<file path="config.mk">
export PLATFORM = sky130hd
export DESIGN_NAME = mem_unit_flat
export DESIGN_NICKNAME = d
export VERILOG_FILES = /design/src/rtl/mem_unit_if.sv /design/src/rtl/mem_unit.sv /design/src/flat_wrapper.sv
export SDC_FILE = /design/constraint.sdc
export NUM_CORES = 1
export LEC_CHECK = 0
export BUFFER_PORTS_ARGS = -buffer_cell sky130_fd_sc_hd__buf_2
export CAP_MARGIN = 15
export CORE_UTILIZATION = 50
export DETAILED_ROUTE_END_ITERATION = 8
export HOLD_SLACK_MARGIN = 0.06
export PLACE_DENSITY = 0.81
export SLEW_MARGIN = 40
export SYNTH_ARGS = -nofsm -noshare
export SYNTH_HDL_FRONTEND = slang
export SYNTH_SLANG_ARGS = --single-unit
export TNS_END_PERCENT = 1
</file>
<file path="constraint.sdc">
create_clock -name clk -period 3.95 [get_ports clk]
set_input_delay 0 -clock clk [delete_from_list [all_inputs] [get_ports clk]]
set_output_delay 0 -clock clk [all_outputs]
set_load 0.005 [all_outputs]
</file>
<file path="src/rtl/mem_unit_if.sv">
// Byte-wide request/grant bus between the memory stage and the memory controller.
interface mem_unit_if;
  logic        ram_req;
  logic        ram_wr;
  logic [31:0] ram_a;
  logic [7:0]  ram_dout;
  logic [7:0]  ram_din;
  logic        ram_gnt;

  modport master (
    output ram_req,
    output ram_wr,
    output ram_a,
    output ram_dout,
    input  ram_din,
    input  ram_gnt
  );

  modport slave (
    input  ram_req,
    input  ram_wr,
    input  ram_a,
    input  ram_dout,
    output ram_din,
    output ram_gnt
  );
endinterface

</file>
<file path="src/rtl/mem_unit.sv">
// MEM stage: serialises loads/stores into byte accesses and stalls the pipe.
// Define MEM_FW_EN to enable the MEM->ID forwarding outputs.
module mem_unit (
  input  logic        clk,
  input  logic        rst,
  input  logic [31:0] rd_data_i,
  input  logic [4:0]  rd_addr_i,
  input  logic        rd_enable_i,
  input  logic        load_enable,
  input  logic        store_enable,
  input  logic [31:0] mem_addr,
  input  logic [3:0]  load_store_type,
  mem_unit_if.master  ram,
  output logic [31:0] rd_data_o,
  output logic [4:0]  rd_addr_o,
  output logic        rd_enable_o,
  output logic        stall_req,
  output logic        mem_fw,
  output logic [4:0]  mem_fw_addr,
  output logic [31:0] mem_fw_data
);

  localparam logic [3:0] EXE_LB  = 4'd0;
  localparam logic [3:0] EXE_LH  = 4'd1;
  localparam logic [3:0] EXE_LW  = 4'd2;
  localparam logic [3:0] EXE_LBU = 4'd3;
  localparam logic [3:0] EXE_LHU = 4'd4;
  localparam logic [3:0] EXE_SB  = 4'd5;
  localparam logic [3:0] EXE_SH  = 4'd6;
  localparam logic [3:0] EXE_SW  = 4'd7;

  typedef enum logic [1:0] {
    IDLE,
    ACCESS,
    WAIT_RD,
    DONE
  } state_t;

  state_t      state_q;
  state_t      state_d;
  logic [1:0]  k_q;
  logic [1:0]  last_q;
  logic [1:0]  last_d;
  logic        st_q;
  logic [3:0]  type_q;
  logic [31:0] addr_q;
  logic [31:0] wdata_q;
  logic [31:0] asm_q;
  logic        cap_q;
  logic [1:0]  cap_idx_q;
  logic [31:0] load_res;
  logic        req;
  logic        is_byte;
  logic        is_half;

  assign req = load_enable | store_enable;

  assign is_byte = (load_store_type == EXE_LB)
                 | (load_store_type == EXE_LBU)
                 | (load_store_type == EXE_SB);
  assign is_half = (load_store_type == EXE_LH)
                 | (load_store_type == EXE_LHU)
                 | (load_store_type == EXE_SH);

  always_comb begin
    last_d = 2'd3;
    unique case (1'b1)
      is_byte: last_d = 2'd0;
      is_half: last_d = 2'd1;
      default: last_d = 2'd3;
    endcase
  end

  always_ff @(posedge clk or posedge rst) begin
    if (rst) begin
      state_q   <= IDLE;
      k_q       <= '0;
      last_q    <= '0;
      st_q      <= 1'b0;
      type_q    <= '0;
      addr_q    <= '0;
      wdata_q   <= '0;
      asm_q     <= '0;
      cap_q     <= 1'b0;
      cap_idx_q <= '0;
    end else begin
      state_q <= state_d;
      cap_q   <= 1'b0;
      // read byte arrives one cycle after its grant
      if (cap_q)
        asm_q[{cap_idx_q, 3'b000} +: 8] <= ram.ram_din;
      case (state_q)
        IDLE: begin
          if (req) begin
            k_q     <= '0;
            last_q  <= last_d;
            st_q    <= store_enable;
            type_q  <= load_store_type;
            addr_q  <= mem_addr;
            wdata_q <= rd_data_i;
            asm_q   <= '0;
          end
        end
        ACCESS: begin
          if (ram.ram_gnt) begin
            k_q       <= k_q + 2'd1;
            cap_q     <= ~st_q;
            cap_idx_q <= k_q;
          end
        end
        default: ;
      endcase
    end
  end

  always_comb begin
    state_d = state_q;
    case (state_q)
      IDLE: begin
        if (req)
          state_d = ACCESS;
      end
      ACCESS: begin
        if (ram.ram_gnt && (k_q == last_q))
          state_d = st_q ? DONE : WAIT_RD;
      end
      WAIT_RD: state_d = DONE;
      DONE:    state_d = IDLE;
      default: state_d = IDLE;
    endcase
  end

  always_comb begin
    load_res = asm_q;
    case (type_q)
      EXE_LB:  load_res = {{24{asm_q[7]}}, asm_q[7:0]};
      EXE_LH:  load_res = {{16{asm_q[15]}}, asm_q[15:0]};
      EXE_LBU: load_res = {24'd0, asm_q[7:0]};
      EXE_LHU: load_res = {16'd0, asm_q[15:0]};
      default: load_res = asm_q;
    endcase
  end

  always_comb begin
    ram.ram_req  = 1'b0;
    ram.ram_wr   = 1'b0;
    ram.ram_a    = '0;
    ram.ram_dout = '0;
    rd_data_o    = '0;
    rd_addr_o    = '0;
    rd_enable_o  = 1'b0;
    stall_req    = 1'b0;
    if (!rst) begin
      case (state_q)
        IDLE: begin
          if (req) begin
            stall_req = 1'b1;
          end else begin
            rd_data_o   = rd_data_i;
            rd_addr_o   = rd_addr_i;
            rd_enable_o = rd_enable_i;
          end
        end
        ACCESS: begin
          stall_req    = 1'b1;
          ram.ram_req  = 1'b1;
          ram.ram_wr   = st_q;
          ram.ram_a    = addr_q + {30'd0, k_q};
          ram.ram_dout = wdata_q[{k_q, 3'b000} +: 8];
        end
        WAIT_RD: stall_req = 1'b1;
        DONE: begin
          rd_data_o   = st_q ? rd_data_i : load_res;
          rd_addr_o   = rd_addr_i;
          rd_enable_o = ~st_q & rd_enable_i;
        end
        default: ;
      endcase
    end
  end

`ifdef MEM_FW_EN
  assign mem_fw      = stall_req ? 1'b0  : rd_enable_o;
  assign mem_fw_addr = stall_req ? 5'd0  : rd_addr_o;
  assign mem_fw_data = stall_req ? 32'd0 : rd_data_o;
`else
  assign mem_fw      = 1'b0;
  assign mem_fw_addr = 5'd0;
  assign mem_fw_data = 32'd0;
`endif

endmodule

</file>
<file path="src/flat_wrapper.sv">
// flat-port wrapper written by rule: the top's interface ports become plain ports
module mem_unit_flat 
  (clk, rst, rd_data_i, rd_addr_i, rd_enable_i, load_enable, store_enable, mem_addr, load_store_type, rd_data_o, rd_addr_o, rd_enable_o, stall_req, mem_fw, mem_fw_addr, mem_fw_data, ram_ram_req, ram_ram_wr, ram_ram_a, ram_ram_dout, ram_ram_din, ram_ram_gnt);
  mem_unit_if ram_i ();
  input  logic clk;
  input  logic rst;
  input  logic [31:0] rd_data_i;
  input  logic [4:0] rd_addr_i;
  input  logic rd_enable_i;
  input  logic load_enable;
  input  logic store_enable;
  input  logic [31:0] mem_addr;
  input  logic [3:0] load_store_type;
  output logic [31:0] rd_data_o;
  output logic [4:0] rd_addr_o;
  output logic rd_enable_o;
  output logic stall_req;
  output logic mem_fw;
  output logic [4:0] mem_fw_addr;
  output logic [31:0] mem_fw_data;
  output wire logic [$bits(ram_i.ram_req)-1:0] ram_ram_req;
  output wire logic [$bits(ram_i.ram_wr)-1:0] ram_ram_wr;
  output wire logic [$bits(ram_i.ram_a)-1:0] ram_ram_a;
  output wire logic [$bits(ram_i.ram_dout)-1:0] ram_ram_dout;
  input wire logic [$bits(ram_i.ram_din)-1:0] ram_ram_din;
  input wire logic [$bits(ram_i.ram_gnt)-1:0] ram_ram_gnt;
  assign ram_ram_req = ram_i.ram_req;
  assign ram_ram_wr = ram_i.ram_wr;
  assign ram_ram_a = ram_i.ram_a;
  assign ram_ram_dout = ram_i.ram_dout;
  assign ram_i.ram_din = ram_ram_din;
  assign ram_i.ram_gnt = ram_ram_gnt;
  mem_unit u_core (.clk(clk), .rst(rst), .rd_data_i(rd_data_i), .rd_addr_i(rd_addr_i), .rd_enable_i(rd_enable_i), .load_enable(load_enable), .store_enable(store_enable), .mem_addr(mem_addr), .load_store_type(load_store_type), .ram(ram_i), .rd_data_o(rd_data_o), .rd_addr_o(rd_addr_o), .rd_enable_o(rd_enable_o), .stall_req(stall_req), .mem_fw(mem_fw), .mem_fw_addr(mem_fw_addr), .mem_fw_data(mem_fw_data));
endmodule
</file>
### Word level (Yosys, flattened, before mapping)

Index checks and enable logic that the tools add are counted.

* register bits after elaboration: 110
* bits of input ports: 87
* word-level logic and storage cells: 84

* $add $sub $neg: 3
* eq/ne operators: 15
* shift-type cells: 3
* mux-type cells: 36
* bitwise logic cells: 7
* reduce and logical (&&, ||, !) cells: 10

Operators by type and width (count)
* $mux 32: 8
* $pmux 32 s4: 1
* $pmux 32 s2: 1
* $add 32x2->32: 1
* $bwmux 32: 1
* $shift 8x7->32 const A: 1
* $shiftx 32x6->8: 1
* $shiftx 8x7->32: 1
* $eq 4x3->1 const B: 4
* $mux 8: 2
* $mux 1: 11
* $mux 5: 2
* $pmux 5 s2: 1
* $eq 4x1->1 const B: 2
* $eq 4x2->1 const B: 2
* $logic_not 4->1: 2
* $mux 2: 4
* $pmux 2 s2: 2
* $pmux 2 s4: 1
* $neg 5->7: 1
* $reduce_and 2->1: 3
* $or 1x1->1: 5
* $eq 2x2->1 const B: 2
* $ne 2x1->1 const B: 2
* 12 further kinds: 13

### Logic depth before layout (Yosys ltp)

* word-level depth: 6
* depth in mapped cells: 9

### Least setup slack after synthesis

OpenSTA, ideal clock, no wires.

* kind: input port to output port
* start: in rst
* end: out ram_ram_a[19]
* data arrival time: 3.402 ns
* path slack: 0.548 ns
* stages on the path: 7
* cells stage by stage: inv_1 nand2_1 inv_1 buf_2 clkbuf_1 nand2_1 mux2i_1

* cells in the longest elaborated chain, start to end: 1

RTL lines
* from (decl): line flat_wrapper.sv:6 `input logic rst;`
* $mux 32: line mem_unit.sv:153 `if (!rst) begin`
* to (decl): line flat_wrapper.sv:23 `output wire logic [$bits(ram_i.ram_a)-1:0] ram_ram_a;`

No other way between the ends.

### Worst setup path in the final report

* start: reg u_core.k_q[0]
* end: out ram_ram_a[18]

* cells in the longest elaborated chain, start to end: 3

RTL lines
* from (decl): line mem_unit.sv:41 `logic [1:0] k_q;`
* from (signal assigned): line mem_unit.sv:106 `k_q <= k_q + 2'd1;`
* $add 32x2->32: line mem_unit.sv:168 `ram.ram_a = addr_q + {30'd0, k_q};`
* $mux 32: line mem_unit.sv:154 `case (state_q)`
* $mux 32: line mem_unit.sv:153

No other way between the ends.

==> impl_metrics.toml <==
[power_and_ir_drop]
power.share.clock_pct = 18.9
sequentialPowerShare_pct = 39.8
ir_drop_mv = 0.3920
powerDensity_nw_per_um2 = 578.4
netSwitchingFraction_pct = 42.04
combPwrFrac_pct = 41.3
p_int_mw = 2.910
leakagePower_nw = 4.197
p_sw_mw = 2.111

[cells_and_area]
final_common_cell = "nand2_1"
fill_cells = 1117
antenna_cells = 0
area_growth_pct = 28.44
seq_area_um2 = 2753
nets = 1132
final_cell_mix = "nand2_1, buf_2, dfrtp_1"
drive_gt1_share_pct = 21.56
final_area_um2 = 8680
multi_input_area_um2 = 3649

[detailed_routing]
via_per_inst = 5.532
num_vias = 6721
wirelength_mm = 19.72
drtIter0Drc = 794
drc = 0
wl_per_cell_um = 16.23
antenna_left = 0
drt_pass1_iterations = 5

[yosys]
ys_types = 54
synth_area_leader_cell = "dfrtp_1"
syn_area_um2 = 6758
synth_top_area_share_pct = 40.73
yosys-top-cells-area = "dfrtp_1, nand2_1, a22oi_1"
ys.flop_type = "dfrtp_1"
seq_area_frac_synth_pct = 40.73
synthArstFlopShare_pct = 100.0
netlist_instances = 816
ys_warn_count = 0
synth-seq-cells = 110
syn_area_per_cell_um2 = 8.282
synth_edf_count = 0

[worst_setup_path]
reg2reg_depth = 5
cp.arrival_ns = 3.32
critPathMaxFanout = 15
cp.required_ns = 3.95
rrSetupSlack_ns = 1.78
rr_endpoint = "u_core.type_q[3]"
crit_type = "register to output pin"
endpoint = "ram_ram_a[18]"
critPathCaptureType = "output pin"
cp-startpoint = "u_core.k_q[0]"
start_kind = "register"
rr_startpoint = "u_core.state_q[0]"

[floorplanning]
dieArea_um2 = 13980
start_util_pct = 51.23
placementRows = 42
die_w_um = 118.3
ios = 206
core_region_area_um2 = 13190
fp.dieH_um = 118.3

[sta]
final_max_slew_viol_count = 0
max_freq_mhz = 301.3
hold_viol_final = 0
worst_pin_slew_ns = 0.8073
setup-tns-final_ns = 0
final.min_clock_period_ns = 3.319
setup_viol_count_final = 0
rsz0062_at_grt = "false"
period_share_pct = 84.03
slew_headroom_pct = 45.11
final.setup_skew_ns = 0.008582

[grt]
grt-ovfl-total = 0
grt_pass1_vias = 6311
grt_pass1_wl_mm = 31.67
antenna_found_initial = 0
grt_max_degree = 61
grt_use_total_pct = 28.41

[run_status]
status = "finished, final reports clean"

[clock_tree]
numCtsBuffers = 9
cts_root_buf = "clkbuf_16"
cts_buffer_depth = 2
cts_max_level = 3
clock_latency_ns = 0.36
clock-sinks = 110
path_clk_slew_ns = 0.07
cts_resized = 0
cts_tree = "yes"

[worst_hold_path]
hold_class = "input pin to register"

[place]
gp_congestion = 0.9209
numPortBuffers = 167
hpwlAfterDp_mm = 13.56
place_area_um2 = 7572

[flow_run]
drv_cap = 0
-- sequential cells by signal, indices dropped and copies added (netlist names) --
name,flops
u_core.wdata_q,32
u_core.state_q,2
u_core.k_q,2
u_core.cap_q,1
u_core.st_q,1
u_core.last_q,2
u_core.addr_q,32
u_core.type_q,4
u_core.asm_q,32
u_core.cap_idx_q,2
-- logic make-up (layout without fill, tap and decap cells) --
logic type	count (synthesis)	in the layout	synth area share, %
AND/OR/NAND/NOR	377	377	24.98
other	1	38	0.05549
XOR/XNOR	12	12	1.555
multiplexers	31	31	6.277
adder cells (fa/ha/maj)	11	11	2.148
flip-flops	110	110	40.73
buffers and inverters	99	285	7.869
AO/OA/AOI/OAI	175	175	16.39
-- worst max-delay path: stages (launching register included) --
cell	delay [ns]
dfrtp_1	0.80
ha_1	0.31
fa_1	0.23
and3_1	0.24
nand3_1	0.42
or4_1	0.64
a21oi_1	0.16
buf_2	0.15
-- worst min-delay path by stage --
stage,cells past startpoint,start,to
after floorplan,1,rst,stall_req
after global placement,3,mem_addr[1],u_core.addr_q[1]
after detailed placement,3,mem_addr[0],u_core.addr_q[0]
after CTS,4,load_enable,u_core.addr_q[30]
after global routing,4,load_enable,u_core.addr_q[24]
final,4,load_enable,u_core.addr_q[30]
-- synthesized netlist by cell type (all sizes together), types with 14 or more instances --
cell,n
nand2,225
dfrtp,110
nor2,58
buf,48
a22oi,47
o21ai,46
a21oi,41
clkbuf,38
a21boi,17
and2,16
nand3,14
nor4,14
-- metrics by stage --
stage | cells | hold WS [ns] | setup slack, ns | power [mW] | util, %
CTS | 1215 | 0.1738 | 0.6237 | 4.999 | 65.71
finish | 1215 | 0.1753 | 0.6309 | 5.020 | 65.80
detailed placement | 1120 | 0.1957 | 1.037 | 3.982 | 57.41
floorplan | 853 | 0.03646 | 0.5480 | 3.350 | -
global placement | 1119 | 0.1928 | 1.071 | 3.898 | 57.30
global route | 1215 | 0.2174 | 0.2345 | 5.362 | 65.80
-- cell type report --
type / count / area share, %
clock buffer: 10 / 2.638
multi-input combinational: 644 / 42.04
tap: 176 / 2.537
inverter: 13 / 0.5910
clock inverter: 6 / 0.8649
timing repair buffer: 256 / 19.62
sequential: 110 / 31.71
-- what timing repair did --
action	4_1_cts	5_1_grt
setup buffers	0	0
hold buffers	79	0
hold endpoints to repair	154	0
-- per-layer routing --
metal / share of wire (%) / GRT usage (%) / up-vias
met5: 0 / 0 / -
met1: 41 / 37.29 / 3164
met2: 49 / 47.32 / 358
met4: 2.7 / 10.26 / 0
li1: - / - / 3164
met3: 7.3 / 4.730 / 35
-- power by group through the flow --
| stage | Sequential [mW] | Combinational (mW) | Clock, mW |
|---|---|---|---|
| final | 2.00 | 2.07 | 0.949 |
| after global placement | 1.98 | 1.92 | 0 |
| after floorplan | 1.79 | 1.56 | 0 |
| after detailed placement | 2.01 | 1.98 | 0 |
| after global routing | 2.05 | 2.32 | 0.997 |
| after CTS | 1.98 | 2.05 | 0.964 |
Note: power is estimated with default switching activity, not from simulation.
